**src/rtl/mem_port_arbiter.sv**
```systemverilog
// Shares one memory port between an instruction-fetch requester and a data requester.
// Data has priority; fetch is forced through after STARVE_LIMIT data grants in a row.
module mem_port_arbiter #(
    parameter int unsigned STARVE_LIMIT = 4
) (
    input  logic        clk,
    input  logic        rst,

    input  logic        imem_read,
    input  logic [31:0] imem_address,
    output logic [31:0] imem_rdata,
    output logic        imem_resp,

    input  logic        dmem_read,
    input  logic        dmem_write,
    input  logic [31:0] dmem_address,
    input  logic [31:0] dmem_wdata,
    input  logic [3:0]  dmem_byte_enable,
    output logic [31:0] dmem_rdata,
    output logic        dmem_resp,

    output logic        mem_read,
    output logic        mem_write,
    output logic [31:0] mem_address,
    output logic [31:0] mem_wdata,
    output logic [3:0]  mem_byte_enable,
    input  logic [31:0] mem_rdata,
    input  logic        mem_resp,

    output logic [1:0]  dbg_state_o,
    output logic [3:0]  dbg_starve_cnt_o
);
    typedef enum logic [1:0] {
        IDLE   = 2'd0,
        I_BUSY = 2'd1,
        D_BUSY = 2'd2,
        RESP   = 2'd3
    } state_t;

    localparam logic [3:0] LIMIT = 4'(STARVE_LIMIT);

    state_t      state_q;
    logic [3:0]  starve_cnt_q;
    logic [3:0]  starve_cnt_d;
    logic [31:0] addr_q;
    logic [31:0] wdata_q;
    logic [31:0] rdata_q;
    logic [3:0]  be_q;
    logic        read_q;
    logic        write_q;
    logic        imem_resp_q;
    logic        dmem_resp_q;
    logic        dmem_req;
    logic        imem_wins;

    // Handshake: a requester raises read/write and holds it (with stable fields) until its
    // one-cycle resp pulse; the shared port strobe is likewise held until mem_resp.
    always_comb begin
        dmem_req     = dmem_read | dmem_write;
        imem_wins    = imem_read & (~dmem_req | (starve_cnt_q == LIMIT));
        starve_cnt_d = starve_cnt_q;
        if (imem_read && (starve_cnt_q < LIMIT)) begin
            starve_cnt_d = starve_cnt_q + 4'd1;
        end
    end

    always_ff @(posedge clk or negedge rst) begin
        if (!rst) begin
            state_q      <= IDLE;
            starve_cnt_q <= '0;
            addr_q       <= '0;
            wdata_q      <= '0;
            rdata_q      <= '0;
            be_q         <= '0;
            read_q       <= 1'b0;
            write_q      <= 1'b0;
            imem_resp_q  <= 1'b0;
            dmem_resp_q  <= 1'b0;
        end else begin
            case (state_q)
                IDLE: begin
                    if (imem_wins) begin
                        state_q      <= I_BUSY;
                        starve_cnt_q <= '0;
                        addr_q       <= imem_address;
                        be_q         <= 4'hF;
                        read_q       <= 1'b1;
                        write_q      <= 1'b0;
                    end else if (dmem_req) begin
                        // A simultaneous read and write is served as the write alone.
                        state_q      <= D_BUSY;
                        starve_cnt_q <= starve_cnt_d;
                        addr_q       <= dmem_address;
                        wdata_q      <= dmem_wdata;
                        be_q         <= dmem_write ? dmem_byte_enable : 4'hF;
                        read_q       <= ~dmem_write;
                        write_q      <= dmem_write;
                    end
                end
                I_BUSY, D_BUSY: begin
                    if (mem_resp) begin
                        state_q     <= RESP;
                        rdata_q     <= mem_rdata;
                        read_q      <= 1'b0;
                        write_q     <= 1'b0;
                        imem_resp_q <= (state_q == I_BUSY);
                        dmem_resp_q <= (state_q == D_BUSY);
                    end
                end
                RESP: begin
                    state_q     <= IDLE;
                    imem_resp_q <= 1'b0;
                    dmem_resp_q <= 1'b0;
                end
                default: state_q <= IDLE;
            endcase
        end
    end

    assign mem_read         = read_q;
    assign mem_write        = write_q;
    assign mem_address      = addr_q;
    assign mem_wdata        = wdata_q;
    assign mem_byte_enable  = be_q;
    assign imem_resp        = imem_resp_q;
    assign dmem_resp        = dmem_resp_q;
    assign imem_rdata       = rdata_q;
    assign dmem_rdata       = rdata_q;
    assign dbg_state_o      = state_q;
    assign dbg_starve_cnt_o = starve_cnt_q;
endmodule
```
**config.mk**
```make
export PLATFORM = sky130hd
export DESIGN_NAME = mem_port_arbiter
export DESIGN_NICKNAME = d
export VERILOG_FILES = /design/src/rtl/mem_port_arbiter.sv
export SDC_FILE = /design/constraint.sdc
export NUM_CORES = 1
export LEC_CHECK = 0
export BUFFER_PORTS_ARGS = -buffer_cell sky130_fd_sc_hd__buf_2
export CAP_MARGIN = 20
export CORE_ASPECT_RATIO = 0.9
export CORE_UTILIZATION = 30
export CTS_CLUSTER_DIAMETER = 30
export DETAILED_ROUTE_END_ITERATION = 16
export HOLD_SLACK_MARGIN = 0.1
export PLACE_DENSITY = 0.67
export SYNTH_ARGS = -nofsm -noshare
export SYNTH_HDL_FRONTEND = slang
export SYNTH_SLANG_ARGS = --single-unit
```
**constraint.sdc**
```tcl
create_clock -name clk -period 3.6 [get_ports clk]
set_input_delay 0 -clock clk [delete_from_list [all_inputs] [get_ports clk]]
set_output_delay 0 -clock clk [all_outputs]
set_load 0.1 [all_outputs]
```
==> summary.md, run 1 <==
| Metric | Value |
|---|---|
| Status | complete, no violations |
| Initial antenna violation count | 0 |
| Crit start category | register |
| Mapped Area | 4890 um^2 |
| Detailed Route WL | 14600 um |
| Initial core utilization | 0.312 |
| # Post-CTS Setup Buffers | 0 |
| Register area share after synthesis | 0.563 |
| RSZ-0062 raised after global routing | false |
| Layout cells sized above 1 | 0.462 |
| Post-CTS Resized | 0 |
| Total Die Area | 16800 um^2 |
| # nets final | 942 |
| Tot GR Track Use | 0.175 |
| Mapped Avg Cell Area | 11.7 um^2 |
| Rel. slew slack | 0.306 |
| Placement Cell Area | 6240 um^2 |
| Via count | 4501 |
| CTS max path bufs | 2 |
| # IOs | 280 |
| Wirelength per Cell | 14.6 um |
| First-pass GRT wire length | 22400 um |
| DR pass1 iterations | 4 |
| Ant diodes | 0 |
| Clock skew | 0.00778 ns |
| CTS tree | built |
| Number of global-route vias before repair | 4600 |
| H-tree depth | 3 |
| Largest net degree at the start of global routing | 77 |
| Worst-margin pin slew | 1.04 ns |
| Setup TNS | 0 ns |
| Critical Path RT | 3.84 ns |
| WP data arrival | 2.72 ns |
| Final ANT Viol Nets | 0 |
| Clk_lat worst skew | 0.36 ns |
| Met2 WL | 7660 um |
| Worst path max stage delay | 0.85 ns |
| Chip Width | 137 um |
| Wire length on met3 | 999 um |
| Fmax | 0.404 GHz |
| Main flop type after synthesis | dfrtp_1 |
| Iter 0 DRT Violations | 183 |
| Root Buffer | clkbuf_16 |
| Vias per std cell | 4.48 |
| DP HPWL | 9020 um |
| Async SR Flop Fraction | 1.00 |
| GRT overflow | 0 |
| Largest fanout on the critical path | 32 |
| Min-Delay Path Class | in2reg |
| CTS Buf Count | 9 |
| Critical Setup Path Class | reg2reg |
| Hold Buf Count CTS | 137 |
| Crit-path cells | inv_1 -> ha_1 -> and3b_1 -> o21a_1 -> or3_2 -> mux2_4 |
| Max-cap violations | 0 |
| Leading cell type in the layout, fill and taps excluded | buf_2 |
| Design area | 7920 um^2 |
| DR top layer | met4 |
| Post-Route Hold Slack | 0.147 ns |
| Metal1 wirelength | 5670 um |
| Period minus WS final | 2.47 ns |
| Mapped Nets | 563 |
| PortBufs | 279 |
| CP max-delay cell | or3_2 |
| Commonest non-fill, non-tap cells in the layout | 278 x buf_2, 137 x dlygate4sd3_1, 110 x dfrtp_1, 72 x a21oi_1, 44 x nor2_1 |
| Yosys cell types | 31 |
| DRC | 0 |
| Final Setup Violations | 0 |
| Yosys warning total | 0 |
| Final slew viol count | 0 |
| Layout area overhead | 62.1% |
| Die Span Y | 123 um |
| Fin crit share | 0.687 |
| Routability cong. | 0.734 |
| Cell count after synthesis | 419 |
| Clock slew at reported path FFs | 0.08 ns |
| #FFs+latches synth | 110 |
| CTS sink cnt | 110 |
| CP Capture Type | register |
| EDFF count, synth | 0 |
| Num rows | 43 |
| Core box area | 15700 um^2 |
| Final Hold Fails | 0 |
==> synthesized netlist by cell type (4+ instances only) <==
cell	number	area, um^2
nor2_1	45	169
nand2_1	37	139
mux2_4	30	450
buf_4	32	240
ha_1	6	75.1
dfrtp_1	110	2750
a21oi_1	72	360
clkbuf_1	11	41.3
mux2_2	37	417
buf_6	4	45.0
buf_1	6	22.5
inv_1	7	26.3
==> area by class of cell <==
type	instances	area, um^2
Multi-Input combinational cell	248	1760
Inverter	7	26.3
Fill cell	1352	7740
Tap cell	202	253
Clock inverter	7	86.3
Sequential cell	110	2750
Timing Repair Buffer	422	2820
Clock buffer	9	225
==> routing by layer <==
metal  track usage  vias to the layer above
li1              -                     2147
met2         0.329                      196
met5             0                        -
met4        0.0625                        0
met3        0.0484                       18
met1         0.185                     2140
==> per-stage QoR <==
step                 util  instances  worst slack [ns]
global route        0.506       1005             0.961
finish              0.506       1005              1.13
CTS                 0.506       1005              1.12
floorplan               -        419             0.814
global placement    0.398        852              1.19
detailed placement  0.398        852              1.13
==> logic make-up after synthesis <==
logic type      after synthesis  synth area share
fa+ha+maj                     6            0.0154
mux                          67             0.177
flops                       110             0.563
compound gates               84            0.0914
simple gates                 91            0.0748
buf+inv                      61            0.0778
==> state kept, by name (all words and copies together), names as in the netlist <==
signal,count
dmem_resp,1
mem_address,32
mem_wdata,32
imem_resp,1
dbg_starve_cnt_o,4
dbg_state_o,2
mem_read,1
mem_byte_enable,4
dmem_rdata,32
mem_write,1
==> critical path: cells and delay by family, from the launching register on <==
family          cells  cell delay, ns
compound gates      1            0.18
fa+ha+maj           1            0.21
buf+inv             1            0.07
flops               1            0.38
mux                 1            0.47
simple gates        2            1.03
==> path summary, 6_finish.rpt <==
check	from	depth (start not counted)	slack (ns)	to
setup reg to reg	dbg_starve_cnt_o[0]	6	1.13	mem_wdata[26]
hold / removal	imem_read	5	0.15	dbg_starve_cnt_o[2]
max in group asynchronous	rst	3	2.24	dmem_rdata[26]
setup / recovery	dbg_starve_cnt_o[0]	6	1.13	mem_wdata[26]
min in group asynchronous	rst	2	0.35	mem_address[16]
hold reg to reg	mem_read	2	0.48	mem_read
Power of run 1 is left out: the tool's default activity adds up to more than one toggle a clock period on the data nets, which glitch-free logic cannot reach.
==> inputs of run 2 (changes only) <==
Clock period 3.6 ns to 2.45 ns, I/O delays scaled along.
==> run 2 against run 1 <==
First-iteration DRC count is 26% lower. Global-route usage is 0.050 points higher. Flip-flop and latch count stayed put. Via count is 1.2% lower. Register-to-register slack worse by 0.96 ns. Die area stayed put. Cell area is 0.68% higher. Worst hold slack worse by 0.036 ns. Clock skew is 0.0060 ns higher.
==> summary.md, run 2 (synthesized netlist as in run 1, its figures left out) <==
| Metric | Value |
|---|---|
| Leading cell type in the layout, fill and taps excluded | buf_2 |
| Core box area | 15700 um^2 (unchanged) |
| # IOs | 280 (unchanged) |
| Status | complete, no violations |
| Iter 0 DRT Violations | 136 (-26%) |
| # Post-CTS Setup Buffers | 0 (unchanged) |
| DR pass1 iterations | 4 (unchanged) |
| PortBufs | 279 (unchanged) |
| DRC | 0 (unchanged) |
| First-pass GRT wire length | 22300 um (-0.43%) |
| Fin crit share | 0.930 |
| Num rows | 43 (unchanged) |
| Clk_lat worst skew | 0.35 ns (about the same) |
| Number of global-route vias before repair | 4471 (-2.8%) |
| Final Setup Violations | 0 (unchanged) |
| Total Die Area | 16800 um^2 (unchanged) |
| CTS tree | built |
| # nets final | 942 (unchanged) |
| Final ANT Viol Nets | 0 (unchanged) |
| Commonest non-fill, non-tap cells in the layout | 278 x buf_2, 135 x dlygate4sd3_1, 105 x dfrtp_1, 72 x a21oi_1, 44 x nor2_1 |
| CP Capture Type | register |
| Dpl ws | 0.318 ns (-0.816 ns) |
| Initial core utilization | 0.312 (unchanged) |
| Rel. slew slack | 0.646 (+0.340) |
| Critical Path RT | 2.73 ns (-1.11 ns) |
| Final Hold Fails | 0 (unchanged) |
| Via count | 4446 (-1.2%) |
| Largest net degree at the start of global routing | 64 (-17%) |
| WP data arrival | 2.56 ns (-0.16 ns) |
| CTS sink cnt | 110 (unchanged) |
| Root Buffer | clkbuf_16 |
| H-tree depth | 3 (unchanged) |
| DP HPWL | 9410 um (+4.4%) |
| Final core utilization | 0.509 (+0.00344) |
| Routability cong. | 0.751 (+2.3%) |
| Die Span Y | 123 um (unchanged) |
| Clock skew | 0.0138 ns (+0.00600 ns) |
| Crit start category | input port |
| Fin cells | 1005 (unchanged) |
| Min-Delay Path Class | in2async |
| Post-Route Hold Slack | 0.110 ns (-0.0363 ns) |
| Final slew viol count | 0 (unchanged) |
| Layout cells sized above 1 | 0.472 (+0.00996) |
| Initial antenna violation count | 0 (unchanged) |
| Tot GR Track Use | 0.175 (+0.000500) |
| Worst-margin pin slew | 0.535 ns (-0.507 ns) |
| Fmax | 0.439 GHz |
| Chip Width | 137 um (unchanged) |
| CTS Buf Count | 9 (unchanged) |
| DP Cell Count | 854 (+0.23%) |
| Critical Setup Path Class | in2reg |
| Detailed Route WL | 14900 um (+2.2%) |
| Max-cap violations | 0 (unchanged) |
| GRT overflow | 0 (unchanged) |
| CTS max path bufs | 2 (unchanged) |
| Wirelength per Cell | 14.9 um (+2.2%) |
| Ant diodes | 0 (unchanged) |
| Period minus WS final | 2.28 ns |
| Setup WS post-layout | 0.171 ns (-0.955 ns) |
| Largest fanout on the critical path | 29 (-9.4%) |
| Vias per std cell | 4.42 (-1.2%) |
| Layout area overhead | 63.2% |
| Clock slew at reported path FFs | 0.09 ns (about the same) |
-- run 2: cell count changes in the layout (fill, tap and decap cells not counted), moves of 2 or more --
| cell | change |
|---|---|
| buf_12 | +3 |
| buf_4 | -3 |
| dfrtp_1 | -5 |
| dfrtp_2 | +4 |
| dlygate4sd3_1 | -2 |
-- run 2: metrics by stage --
| step | TNS (ns) | instance area, um^2 |
|---|---|---|
| global route | -0.0394 | 7970 |
| detailed placement | 0 | 6300 |
| floorplan | 0 | 4900 |
| finish | 0 | 7970 |
| global placement | 0 | 6300 |
| CTS | 0 | 7960 |
-- run 2: worst max-delay path: stages --
cell,delay (ns)
dlygate4sd3_1,0.53
buf_2,0.14
nor3_1,0.44
nand2b_2,0.40
buf_12,0.23
a21oi_1,0.05
a21oi_1,0.17
dlygate4sd3_1,0.58
-- run 2: timing repair --
action,4_1_cts,5_1_grt
hold buffers,135,0
setup endpoints to repair,0,31
resized for setup,0,4
hold endpoints to repair,211,0
-- run 2: area by class of cell --
type | count | area (um^2)
Multi-Input combinational cell | 248 | 1760
Sequential cell | 110 | 2760
Clock inverter | 7 | 86.3
Tap cell | 202 | 253
Fill cell | 1360 | 7680
Clock buffer | 9 | 225
Timing Repair Buffer | 422 | 2860
Inverter | 7 | 26.3
-- run 2: path summary, 6_finish.rpt --
path / to / cells after the start / slack [ns] / startpoint
max in group asynchronous: mem_address[2] / 3 / 1.65 / rst
max: mem_address[5] / 8 / 0.17 / dmem_write
min reg2reg: mem_wdata[2] / 1 / 0.51 / mem_wdata[2]
min: dmem_rdata[21] / 2 / 0.11 / rst
max reg2reg: mem_address[5] / 8 / 0.17 / dbg_state_o[1]
min in group clk: dbg_starve_cnt_o[2] / 5 / 0.14 / imem_read
-- run 2: routing by layer --
metal	GRT usage	up-vias	routed length [um]
met5	0	-	0
met4	0.0604	0	300
met3	0.0455	25	1120
met2	0.342	215	7920
met1	0.179	2068	5600
li1	-	2138	-
Power of run 2 is left out for the same reason.
